--- src/rtl/seg_add_seq.sv ---
// Wide add/subtract sequencer: feeds one 16-bit segment per cycle, LSB first,
// through an external shared combinational adder and chains the carry in a register.
module seg_add_seq #(
    parameter int NSEG = 4
) (
    input  logic                 clk,
    input  logic                 rst,
    input  logic                 in_valid,
    output logic                 in_ready,
    input  logic [16*NSEG-1:0]   in_a,
    input  logic [16*NSEG-1:0]   in_b,
    input  logic                 in_sub,
    output logic                 out_valid,
    input  logic                 out_ready,
    output logic [16*NSEG-1:0]   out_sum,
    output logic                 out_co,
    output logic                 out_ovf,
    output logic                 busy,
    output logic [15:0]          add_a,
    output logic [15:0]          add_b,
    output logic                 add_ci,
    input  logic [15:0]          add_s,
    input  logic                 add_co
);
    localparam int W    = 16 * NSEG;
    localparam int SEGW = (NSEG > 1) ? $clog2(NSEG) : 1;
    localparam logic [SEGW-1:0] SEG_LAST = SEGW'(NSEG - 1);

    typedef enum logic [1:0] {
        S_IDLE = 2'd0,
        S_RUN  = 2'd1,
        S_DONE = 2'd2
    } state_t;

    state_t            state_q, state_d;
    logic [SEGW-1:0]   seg_q,   seg_d;
    logic              carry_q, carry_d;
    logic [W-1:0]      a_q,     a_d;
    logic [W-1:0]      b_q,     b_d;
    logic [W-1:0]      res_q,   res_d;

    // Segment views of the latched operands, indexed by the running segment counter.
    logic [15:0] a_seg [NSEG];
    logic [15:0] b_seg [NSEG];

    genvar gi;
    generate
        for (gi = 0; gi < NSEG; gi++) begin : g_seg
            assign a_seg[gi] = a_q[16*gi +: 16];
            assign b_seg[gi] = b_q[16*gi +: 16];
        end
    endgenerate

    always_ff @(posedge clk) begin
        if (rst) begin
            state_q <= S_IDLE;
            seg_q   <= '0;
            carry_q <= 1'b0;
            a_q     <= '0;
            b_q     <= '0;
            res_q   <= '0;
        end else begin
            state_q <= state_d;
            seg_q   <= seg_d;
            carry_q <= carry_d;
            a_q     <= a_d;
            b_q     <= b_d;
            res_q   <= res_d;
        end
    end

    always_comb begin
        state_d = state_q;
        seg_d   = seg_q;
        carry_d = carry_q;
        a_d     = a_q;
        b_d     = b_q;
        res_d   = res_q;
        case (state_q)
            S_IDLE: begin
                if (in_valid) begin
                    a_d     = in_a;
                    // Subtract as A + ~B + 1; the +1 enters through the initial carry.
                    b_d     = in_sub ? ~in_b : in_b;
                    carry_d = in_sub;
                    seg_d   = '0;
                    state_d = S_RUN;
                end
            end
            S_RUN: begin
                for (int i = 0; i < NSEG; i++) begin
                    if (seg_q == SEGW'(i)) begin
                        res_d[16*i +: 16] = add_s;
                    end
                end
                carry_d = add_co;
                if (seg_q == SEG_LAST) begin
                    seg_d   = '0;
                    state_d = S_DONE;
                end else begin
                    seg_d = seg_q + SEGW'(1);
                end
            end
            S_DONE: begin
                if (out_ready) begin
                    state_d = S_IDLE;
                end
            end
            default: state_d = S_IDLE;
        endcase
    end

    assign in_ready  = (state_q == S_IDLE);
    assign out_valid = (state_q == S_DONE);
    assign busy      = (state_q != S_IDLE);

    assign add_a  = (state_q == S_RUN) ? a_seg[seg_q] : 16'h0000;
    assign add_b  = (state_q == S_RUN) ? b_seg[seg_q] : 16'h0000;
    assign add_ci = (state_q == S_RUN) ? carry_q : 1'b0;

    assign out_sum = res_q;
    assign out_co  = carry_q;
    // Overflow judged against the effective operand B' (already inverted for subtract).
    assign out_ovf = (a_q[W-1] == b_q[W-1]) & (res_q[W-1] != a_q[W-1]);

endmodule
--- config.mk ---
export PLATFORM = sky130hd
export DESIGN_NAME = seg_add_seq
export DESIGN_NICKNAME = d
export VERILOG_FILES = /design/src/rtl/seg_add_seq.sv
export SDC_FILE = /design/constraint.sdc
export NUM_CORES = 1
export LEC_CHECK = 0
export CAP_MARGIN = 15
export CORE_MARGIN = 2
export CORE_UTILIZATION = 50
export CTS_CLUSTER_DIAMETER = 100
export DETAILED_ROUTE_END_ITERATION = 12
export PLACE_DENSITY_LB_ADDON = 0.15
export SKIP_LAST_GASP = 1
export SYNTH_ARGS = -nofsm -noshare
export SYNTH_HDL_FRONTEND = slang
export SYNTH_SLANG_ARGS = --single-unit
export TNS_END_PERCENT = 10
--- constraint.sdc ---
create_clock -name clk -period 3 [get_ports clk]
set_clock_uncertainty 0.1 [all_clocks]
set_input_delay 0.75 -clock clk [delete_from_list [all_inputs] [get_ports clk]]
set_output_delay 0.75 -clock clk [all_outputs]
set_load 0.1 [all_outputs]
==> results.cfg <==
[clocking]
cts_tree = built
post_cts_buffers = 0
cts.clk_slew.worst_paths_ns = 0.07
root_buffer = clkbuf_16
clock-sinks = 197
insertion_delay_ns = 0.43
clockBufferDepth = 2
cts_buffers = 17
htree_levels = 4

[global_route]
use_met3 = 0.0666
grt_usage = 0.256
globalRouteOverflowTotal = 0
grt_util_met2 = 0.423
grt_pass1_wl_um = 36700
antenna_found_initial = 0
grt_max_degree = 87
grt_use_met1 = 0.324
first_global_vias = 7091
busiest_layer = met2

[setup_path]
crit_type = reg -> out
max_stage_delay_ns = 0.59
reg2reg_setup_slack_ns = 0.94
crit_slowest_cell = dfxtp_4
cp.required_ns = 2.15
r2r-end = out_sum[56]
reg2reg_depth = 4
path_buf_inv = 2
critPathArrivalTime_ns = 2.04
reg2reg_from = seg_q[0]
worstPathCellList = buf_12, mux2i_1, o22ai_1, buf_12
critPathTopFamily = flip-flops
critPathCaptureType = primary output
cp_max_fo = 25
critPathMostFrequentCell = buf_12
cp-start-kind = register

[yosys]
yosys.area.top_type = dfxtp_1
ys_types = 28
synthCells = 996
synthTopCellsByArea = dfxtp_1, nand2_1, a211oi_2
ys_warn_count = 0
synth.avg_cell_area_sq_um = 8.68
yosys_register_bits = 197
synth.cell_area_sq_mm = 0.00864
synth_nets = 1150
yosysTopAreaCellShare = 0.456
synth-seq-area-share = 0.456

[placed_design]
port_buffers = 251
dp_slack_ns = 0.386
gp_congestion = 0.832
hpwl_um = 16000

[route]
via_per_inst = 5.18
wl_per_cell_um = 16.1
drtIter0Drc = 422
vias = 7440
ant_nets = 0
drc = 0
wl_um = 23200
firstDrtPassIters = 7

[hold_path]
hold_depth = 2
hp-start = a_q[52]
min_path_type = reg -> reg
min_to = a_q[52]

[power_and_ir_drop]
leakage_uw = 0.00430
p_switching_uw = 1940
power_frac_comb = 0.212
intPower_uw = 4390
power_density_mw_per_mm2 = 528
power_frac_seq = 0.450
clock_power_share = 0.338
ir_drop_uv = 446
p_sw_frac = 0.306

[sta]
slew_headroom = 0.436
tns_ns = 0
timing.final.crit_share = 0.965
fin_ws_ns = 0.106
fmax_mhz = 346
slew_violations = 0
post-route-min-period_ns = 2.89
finalSetupViolCount = 0
worst_pin_slew_ns = 0.843
hold_violations = 0
rsz0062_at_grt = false

[layout]
areaGrowthSynthToFinish_pct = 38.7
drive_above_1_share = 0.176
layout.cells.most_common = nand2_1
nets = 1353
final_cell_mix = nand2_1, dfxtp_1, clkdlybuf4s50_1
n_antenna_cell = 0

[floorplan]
rows = 48
die_h_um = 135
chipWidth_um = 135
start_util = 0.505
dieArea_sq_mm = 0.0183
core_sq_mm = 0.0171
io_pins = 252

[outcome]
outcome = finished clean

[job]
max_cap_viol_count = 0
## power by group through the flow
stage,clock [uW],combinational [uW],sequential (uW)
4_1_cts,2170,1350,2850
5_1_grt,2280,1430,2860
3_3_place_gp,0,1330,2900
3_5_place_dp,0,1340,2910
2_1_floorplan,0,732,3040
6_report,2140,1340,2850
## cell families after synthesis
kind of cell,after synthesis,share of synthesized area
xor+xnor,64,0.0649
compound gates,230,0.188
mux,65,0.0753
fa+ha+maj,4,0.00579
flops,197,0.456
simple gates,346,0.158
buf+inv,90,0.0518
## Yosys cell counts
cell       count
nor3_1         1
nand2b_1       1
clkbuf_1      27
a21oi_1      129
and2_1         1
nor2_1        69
or3b_2         1
nand2_1      260
a2111oi_0      1
or2_2          1
nor2b_1        2
and3b_1        4
nor3b_2        1
dfxtp_1      197
buf_2         43
ha_1           4
a22oi_1        2
o21bai_1       1
a211oi_2      52
a211oi_1      12
mux2i_1       65
buf_4         15
o21ai_0        1
nand3b_1       4
xnor2_1       64
and2b_1        1
inv_1          5
o22ai_1       32
## per-stage QoR
stage	hold slack [ns]	area [sq um]	cells	power, uW	util
after floorplan	0.336	8650	996	3770	-
after global placement	0.341	11400	1405	4230	0.668
after detailed placement	0.346	11400	1405	4250	0.668
after CTS	0.355	12000	1437	6370	0.700
after global routing	0.369	12000	1437	6570	0.700
final	0.354	12000	1437	6330	0.700
## registers in the layout, summed over array words and instances, names as in the netlist
register and cells:
seg_q 2, b_q 64, out_co 1, out_sum 64
a_q 64, state_q 2
## repair_timing
item,CTS,global route
hold buffers,0,0
endpoints found under the setup margin,0,1
resized for setup,0,1
## worst register-to-register path, cell delays in order, from the launching register on
cell and delay (ns):
dfxtp_4 0.59, ha_1 0.28, nand3b_1 0.60, nand2_1 0.27, a21oi_1 0.09
## per-layer routing
layer  share of wire  vias to the layer above  wire length [um]
met3           0.070                       39              1610
met5               0                        -                 0
met1            0.42                     3424              9730
li1                -                     3748                 -
met4           0.025                        0               571
met2            0.49                      229             11300
## cell type report
class	count	area [sq um]
fill	1427	5130
tap	225	282
inverter	5	18.8
timing repair buffer	269	2920
clock inverter	15	123
clock buffer	17	425
sequential	197	3950
multi-input combinational	709	4270
## how the worst max path moves through the flow
stage                           from   endpoint  slack, ns  depth (start not counted)
after CTS                   seg_q[0]  add_a[14]       0.11                          4
after global routing      state_q[1]  add_b[13]      0.006                          5
final                       seg_q[0]   add_a[6]       0.11                          4
after detailed placement    in_valid     out_co       0.39                          5
after global placement      in_valid     out_co       0.40                          5
after floorplan             seg_q[0]  add_a[11]      -0.38                          5
Note: power is estimated with default switching activity, not from simulation.
